==> config.mk <==
export PLATFORM = sky130hd
export DESIGN_NAME = muldiv_seq
export DESIGN_NICKNAME = d
export VERILOG_FILES = /design/src/rtl/muldiv_pkg.sv /design/src/rtl/muldiv_seq_div_iter.sv /design/src/rtl/muldiv_seq.sv
export SDC_FILE = /design/constraint.sdc
export NUM_CORES = 2
export LEC_CHECK = 0
export ABC_AREA = 1
export BUFFER_PORTS_ARGS = -buffer_cell sky130_fd_sc_hd__buf_2
export CORE_MARGIN = 5
export CORE_UTILIZATION = 39
export DETAILED_ROUTE_END_ITERATION = 12
export PLACE_DENSITY = 0.65
export SETUP_SLACK_MARGIN = 0.4
export SYNTH_ARGS = -nofsm -noshare
export SYNTH_HDL_FRONTEND = slang
export SYNTH_SLANG_ARGS = --single-unit
export TNS_END_PERCENT = 10
==> constraint.sdc <==
create_clock -name clk -period 10.9 [get_ports clk]
set_input_delay 0 -clock clk [delete_from_list [all_inputs] [get_ports clk]]
set_output_delay 0 -clock clk [all_outputs]
set_load 0.01 [all_outputs]
==> src/rtl/muldiv_pkg.sv <==
// Shared encodings and helpers for the multiply/divide sequencer.
package muldiv_pkg;

    localparam int DIV_STEPS = 32;

    localparam logic [1:0] OP_MULT  = 2'b00;
    localparam logic [1:0] OP_MULTU = 2'b01;
    localparam logic [1:0] OP_DIV   = 2'b10;
    localparam logic [1:0] OP_DIVU  = 2'b11;

    localparam logic [2:0] ST_IDLE = 3'd0;
    localparam logic [2:0] ST_MUL  = 3'd1;
    localparam logic [2:0] ST_DIV  = 3'd2;
    localparam logic [2:0] ST_SIGN = 3'd3;
    localparam logic [2:0] ST_DONE = 3'd4;

    typedef enum logic [2:0] {
        MD_IDLE = ST_IDLE,
        MD_MUL  = ST_MUL,
        MD_DIV  = ST_DIV,
        MD_SIGN = ST_SIGN,
        MD_DONE = ST_DONE
    } md_state_t;

    function automatic logic [31:0] neg32(input logic [31:0] v);
        return 32'd0 - v;
    endfunction

endpackage

==> src/rtl/muldiv_seq_div_iter.sv <==
// Restoring radix-2 divide datapath: one shift-subtract step per enabled cycle
// on the {remainder, quotient} register pair.
module div_iter
    import muldiv_pkg::*;
(
    input  logic                 clk,
    input  logic                 rst,
    input  logic                 load,
    input  logic                 step,
    input  logic [DIV_STEPS-1:0] dividend,
    input  logic [DIV_STEPS-1:0] divisor,
    output logic [DIV_STEPS-1:0] rem,
    output logic [DIV_STEPS-1:0] quo
);

    logic [DIV_STEPS-1:0] divisor_r;
    logic [DIV_STEPS:0]   shifted_s;
    logic [DIV_STEPS:0]   trial_s;

    // The shifted partial remainder can reach 33 bits; the top bit of the trial is the borrow.
    always_comb begin
        shifted_s = {rem, quo[DIV_STEPS-1]};
        trial_s   = shifted_s - {1'b0, divisor_r};
    end

    // Remainder/quotient register: load magnitudes, then one restoring step per cycle.
    always_ff @(posedge clk or negedge rst) begin
        if (!rst) begin
            rem       <= '0;
            quo       <= '0;
            divisor_r <= '0;
        end else if (load) begin
            rem       <= '0;
            quo       <= dividend;
            divisor_r <= divisor;
        end else if (step) begin
            if (!trial_s[DIV_STEPS]) begin
                rem <= trial_s[DIV_STEPS-1:0];
                quo <= {quo[DIV_STEPS-2:0], 1'b1};
            end else begin
                rem <= shifted_s[DIV_STEPS-1:0];
                quo <= {quo[DIV_STEPS-2:0], 1'b0};
            end
        end
    end

endmodule

==> src/rtl/muldiv_seq.sv <==
// Multi-cycle multiply/divide sequencer beside the Execute-stage ALU. Stalls the
// pipeline while a multiply or 32-step divide runs, then presents HI/LO for one cycle.
module muldiv_seq #(
    parameter int DIV_STEPS = 32
) (
    input  logic        clk,
    input  logic        rst,
    input  logic        startE,
    input  logic [1:0]  opE,
    input  logic [31:0] srcaE,
    input  logic [31:0] srcbE,
    input  logic        cancel,
    output logic        stall_req,
    output logic        busy,
    output logic        done,
    output logic [31:0] hi_o,
    output logic [31:0] lo_o
);
    import muldiv_pkg::*;

    localparam int CNT_W = $clog2(DIV_STEPS);

    md_state_t        state_r;
    md_state_t        nextState_s;
    logic [CNT_W-1:0] cnt_r;
    logic             signed_r;
    logic [31:0]      srca_r;
    logic [31:0]      srcb_r;

    logic             accept_s;
    logic             isDivE_s;
    logic             signedE_s;
    logic             divByZero_s;
    logic             divLoad_s;
    logic             divStep_s;
    logic [31:0]      magA_s;
    logic [31:0]      magB_s;
    logic [63:0]      extA_s;
    logic [63:0]      extB_s;
    logic [63:0]      product_s;
    logic [31:0]      rem_s;
    logic [31:0]      quo_s;
    logic [31:0]      remFix_s;
    logic [31:0]      quoFix_s;
    logic             resLoad_s;
    logic [31:0]      resHi_s;
    logic [31:0]      resLo_s;

    // Start decode, operand magnitudes, multiplier and divide sign fix-up.
    always_comb begin
        isDivE_s    = (opE == OP_DIV) | (opE == OP_DIVU);
        signedE_s   = (opE == OP_MULT) | (opE == OP_DIV);
        divByZero_s = (srcbE == 32'd0);
        accept_s    = rst & (state_r == MD_IDLE) & startE & ~cancel;
        divLoad_s   = accept_s & isDivE_s & ~divByZero_s;
        divStep_s   = (state_r == MD_DIV) & ~cancel;
        magA_s      = (signedE_s & srcaE[31]) ? neg32(srcaE) : srcaE;
        magB_s      = (signedE_s & srcbE[31]) ? neg32(srcbE) : srcbE;
        extA_s      = {{32{signed_r & srca_r[31]}}, srca_r};
        extB_s      = {{32{signed_r & srcb_r[31]}}, srcb_r};
        product_s   = extA_s * extB_s;
        // 0x80000000 / -1 needs no special case: its magnitude quotient negates back to itself.
        quoFix_s    = (signed_r & (srca_r[31] ^ srcb_r[31])) ? neg32(quo_s) : quo_s;
        remFix_s    = (signed_r & srca_r[31]) ? neg32(rem_s) : rem_s;
        stall_req   = accept_s | (rst & ((state_r == MD_MUL) | (state_r == MD_DIV) |
                                         (state_r == MD_SIGN)));
    end

    // Next-state and result-select logic; cancel wins over everything.
    always_comb begin
        nextState_s = state_r;
        resLoad_s   = 1'b0;
        resHi_s     = product_s[63:32];
        resLo_s     = product_s[31:0];
        if (cancel) begin
            nextState_s = MD_IDLE;
        end else begin
            case (state_r)
                MD_IDLE: begin
                    if (!accept_s) begin
                        nextState_s = MD_IDLE;
                    end else if (!isDivE_s) begin
                        nextState_s = MD_MUL;
                    end else if (divByZero_s) begin
                        nextState_s = MD_DONE;
                        resLoad_s   = 1'b1;
                        resHi_s     = srcaE;
                        resLo_s     = 32'hFFFF_FFFF;
                    end else begin
                        nextState_s = MD_DIV;
                    end
                end
                MD_MUL: begin
                    nextState_s = MD_DONE;
                    resLoad_s   = 1'b1;
                end
                MD_DIV: begin
                    if (cnt_r == {CNT_W{1'b0}}) begin
                        nextState_s = MD_SIGN;
                    end else begin
                        nextState_s = MD_DIV;
                    end
                end
                MD_SIGN: begin
                    nextState_s = MD_DONE;
                    resLoad_s   = 1'b1;
                    resHi_s     = remFix_s;
                    resLo_s     = quoFix_s;
                end
                MD_DONE: begin
                    nextState_s = MD_IDLE;
                end
                default: begin
                    nextState_s = MD_IDLE;
                end
            endcase
        end
    end

    // FSM, step counter, latched operands and registered status/result outputs.
    always_ff @(posedge clk or negedge rst) begin
        if (!rst) begin
            state_r  <= MD_IDLE;
            cnt_r    <= {CNT_W{1'b0}};
            signed_r <= 1'b0;
            srca_r   <= 32'd0;
            srcb_r   <= 32'd0;
            busy     <= 1'b0;
            done     <= 1'b0;
            hi_o     <= 32'd0;
            lo_o     <= 32'd0;
        end else begin
            state_r <= nextState_s;
            busy    <= (nextState_s != MD_IDLE);
            done    <= (nextState_s == MD_DONE);
            if (accept_s) begin
                signed_r <= signedE_s;
                srca_r   <= srcaE;
                srcb_r   <= srcbE;
            end
            if (divLoad_s) begin
                cnt_r <= CNT_W'(DIV_STEPS - 1);
            end else if (divStep_s) begin
                cnt_r <= cnt_r - CNT_W'(1);
            end
            if (resLoad_s) begin
                hi_o <= resHi_s;
                lo_o <= resLo_s;
            end
        end
    end

    div_iter u_div_iter (
        .clk      (clk),
        .rst      (rst),
        .load     (divLoad_s),
        .step     (divStep_s),
        .dividend (magA_s),
        .divisor  (magB_s),
        .rem      (rem_s),
        .quo      (quo_s)
    );

endmodule

==> flow_summary_export.csv <==
group,metric,value,unit
sta,finalCritPeriodShare,83.7,%
yosys,synth.avg_cell_area,7.34,um^2
grt,grt_overflow,0,
outcome,status,"finished with violations",
worst_setup_path,path_class,"reg2reg",
worst_setup_path,cp.arrival,9.64,ns
clock_network,cts_resized,0,
yosys,synth_top_family_by_area,"adder cells",
grt,grt_pass1_vias,51400,
routing,drtIter0Drc,4031,
yosys,netlist_area,56600,um^2
clock_network,hold_buffers,77,
worst_setup_path,cp_top_family,"adder cells",
yosys,synth_compound_area_share,4.72,%
sta,rsz0062_at_grt,"false",
cells_and_area,insertedDiodeCount,0,
sta,period_needed,9.12,ns
routing,drtPass1Iterations,6,
worst_setup_path,crit_start,"srcb_r[1]",
place,post_dp_cell_area,59000,um^2
die,io_pins,137,
routing,vias_per_cell,5.09,
sta,setup-tns-final,0,ns
worst_setup_path,critical_path_required,11.42,ns
routing,wire_per_inst,19.8,um
place,dp_hpwl,160000,um
worst_setup_path,worstPathMaxFanout,33,
hold_path,holdCritPathClass,"in2async",
die,core,144000,um^2
cells_and_area,nNetsFinal,9130,
cells_and_area,final.fill_count,14900,
clock_network,cts_buffers,29,
routing,drcViolationCount,0,
grt,grt_max_degree,102,
sta,fin_skew,0.0114,ns
routing,num_vias,48900,
worst_setup_path,crit_top_cell,"fa_1",
yosys,ys_types,46,
place,port_buffers,136,
yosys,post_synth_fa_ha_maj_area_fraction,45.3,%
yosys,syn_inst,7712,
yosys,synth-simple-area-share,22.0,%
sta,timing.fmax,110,MHz
yosys,synth_nets,9158,
grt,grt_pass1_wl,300000,um
worst_setup_path,cp_num_buf_inv,6,
yosys,synthXorXnorAreaFrac,1.38,%
routing,antenna_left,0,
routing,routed_wl,190000,um
sta,finalHoldViolations,8,
clock_network,clk_latency,0.60,ns
clock_network,post-cts-setup-buffer-count,0,
outcome,violations,"negative hold slack",
clock_network,clock_sinks,235,
cells_and_area,fin_area,60700,um^2
die,die_h,391,um
worst_setup_path,regToRegStartpoint,"srcb_r[1]",
sta,hold-worst-slack,-0.0340,ns
worst_setup_path,slowest_delay,1.11,ns
sta,tightest_slew,1.24,ns
yosys,ys.warnings.count,0,
grt,antenna_found_initial,6,
die,num_rows,139,
clock_network,tritoncts,"built",
worst_setup_path,slowest_stage,"dfrtp_1",
job,drv_cap,0,
yosys,synthMuxAreaShare,0,%
cells_and_area,drive_gt1_share,4.32,%
die,die-width,391,um
sta,drv_slew,0,
yosys,yosysSeqAreaShare,10.4,%
clock_network,clkSlewWorstSetupHoldPaths,0.07,ns
clock_network,cts_max_level,1,
clock_network,clk_path_buf_depth,3,
sta,setup_viol,0,
place,gp_congestion,0.984,
sta,relSlewSlack,17.1,%
cells_and_area,syn2layout_area_growth,7.23,%
worst_setup_path,startpoint_type,"flop",
grt,track_usage,25.3,%
die,die_area,153000,um^2
die,start_util,39.3,%
clock_network,clock-root-buffer,"clkbuf_16",
yosys,ys_ff_latch,235,
worst_setup_path,endpoint_kind,"flop",
-- layout by cell type, fill, tap and decap left out, types with 77 or more instances in the layout --
master,count
nand2_1,2239
inv_1,2060
fa_1,1126
nor2_1,378
nand3_1,317
ha_1,250
dfrtp_1,229
o21ai_0,215
a21oi_1,151
buf_2,135
buf_4,82
dlygate4sd3_1,77
-- worst paths after layout --
| path | endpoint | slack [ns] | depth (start not counted) |
|---|---|---|---|
| setup / recovery | hi_o[22] | 1.78 | 25 |
| hold / removal | cnt_r[0] | -0.03 | 2 |
| setup reg to reg | hi_o[22] | 1.78 | 25 |
| hold reg to reg | srcb_r[13] | 0.48 | 2 |
| max in group asynchronous | u_div_iter.divisor_r[26] | 8.10 | 5 |
| min in group clk | srcb_r[26] | 0.20 | 4 |
-- layer usage --
layer  routed length (um)  vias to the layer above  GRT usage (%)
met3                14300                      347           3.22
met5                   37                        -              0
li1                     -                    22100              -
met2                91700                     1847           43.3
met1                77000                    24600           33.5
met4                 7020                        6           8.03
-- sequential cells by signal, indices dropped and copies added (netlist names), 3 cells and up --
signal,count
cnt_r,5
hi_o,32
lo_o,32
srca_r,32
srcb_r,32
state_r,3
u_div_iter.divisor_r,32
u_div_iter.quo,32
u_div_iter.rem,32
-- final cells by class --
| class | instances | area (um^2) | share of cell area, % |
|---|---|---|---|
| Clock buffer | 36 | 802 | 1.32 |
| Clock inverter | 18 | 173 | 0.284 |
| Inverter | 2071 | 7770 | 12.8 |
| Multi-Input combinational cell | 5052 | 41600 | 68.6 |
| Sequential cell | 235 | 5890 | 9.70 |
| Tap cell | 1903 | 2380 | 3.92 |
| Timing Repair Buffer | 295 | 2080 | 3.42 |
-- cell usage after synthesis (all sizes together) --
| cell type | number | share of area, % |
|---|---|---|
| a21oi | 152 | 1.4 |
| or2 | 32 | 0.35 |
| clkinv | 1 | 0.0066 |
| clkbuf | 322 | 2.1 |
| nand4 | 58 | 0.65 |
| o21bai | 18 | 0.24 |
| ha | 250 | 5.5 |
| o21a | 2 | 0.027 |
| o31ai | 4 | 0.053 |
| o41ai | 1 | 0.015 |
| buf | 32 | 0.30 |
| a211oi | 1 | 0.013 |
| a21o | 4 | 0.053 |
| nor2 | 388 | 2.6 |
| nand2 | 2239 | 15 |
| and2 | 1 | 0.011 |
| dfrtp | 235 | 10 |
| a31oi | 14 | 0.15 |
| o2111ai | 4 | 0.062 |
| xnor2 | 32 | 0.49 |
| nor3 | 47 | 0.42 |
| nor4 | 11 | 0.12 |
| nand3b | 15 | 0.20 |
| a22oi | 2 | 0.027 |
| o211ai | 15 | 0.20 |
| a21boi | 6 | 0.080 |
| o21ai | 223 | 2.0 |
| inv | 2070 | 14 |
| a32oi | 1 | 0.015 |
| nand3 | 318 | 2.8 |
| fa | 1126 | 40 |
| o22ai | 7 | 0.077 |
| o22a | 1 | 0.015 |
| o221ai | 23 | 0.36 |
| xor2 | 57 | 0.88 |
-- worst register-to-register path, stage by stage, from the launching register on --
cell	delay, ns
dfrtp_1	1.11
inv_1	0.17
nor2_1	0.28
fa_1	0.56
fa_1	0.63
fa_1	0.53
inv_1	0.47
fa_1	0.54
inv_1	0.09
fa_1	0.44
fa_1	0.56
fa_1	0.50
inv_1	0.05
fa_1	0.48
inv_1	0.05
ha_1	0.48
nand2_1	0.16
nor2_1	0.28
inv_1	0.13
nor3_1	0.42
nand3_1	0.18
nand3_1	0.20
nand2_1	0.10
nand3b_1	0.09
nand3_1	0.27
a21oi_1	0.24
-- cells by family after synthesis --
kind of cell	Yosys count
AND/OR/NAND/NOR	3109
buffers and inverters	2425
adder cells (fa/ha/maj)	1376
AO/OA/AOI/OAI	478
flip-flops	235
XOR/XNOR	89
-- metrics by stage --
step	setup WS, ns	instances	util, %
2_1_floorplan	2.68	7712	-
3_3_place_gp	1.95	9479	41.0
3_5_place_dp	1.77	9479	41.0
4_1_cts	1.73	9610	42.2
5_1_grt	1.23	9610	42.2
6_report	1.78	9610	42.2
Power is not shown: default switching activity piles up to over one toggle a cycle in this logic, so the estimate is an artifact.
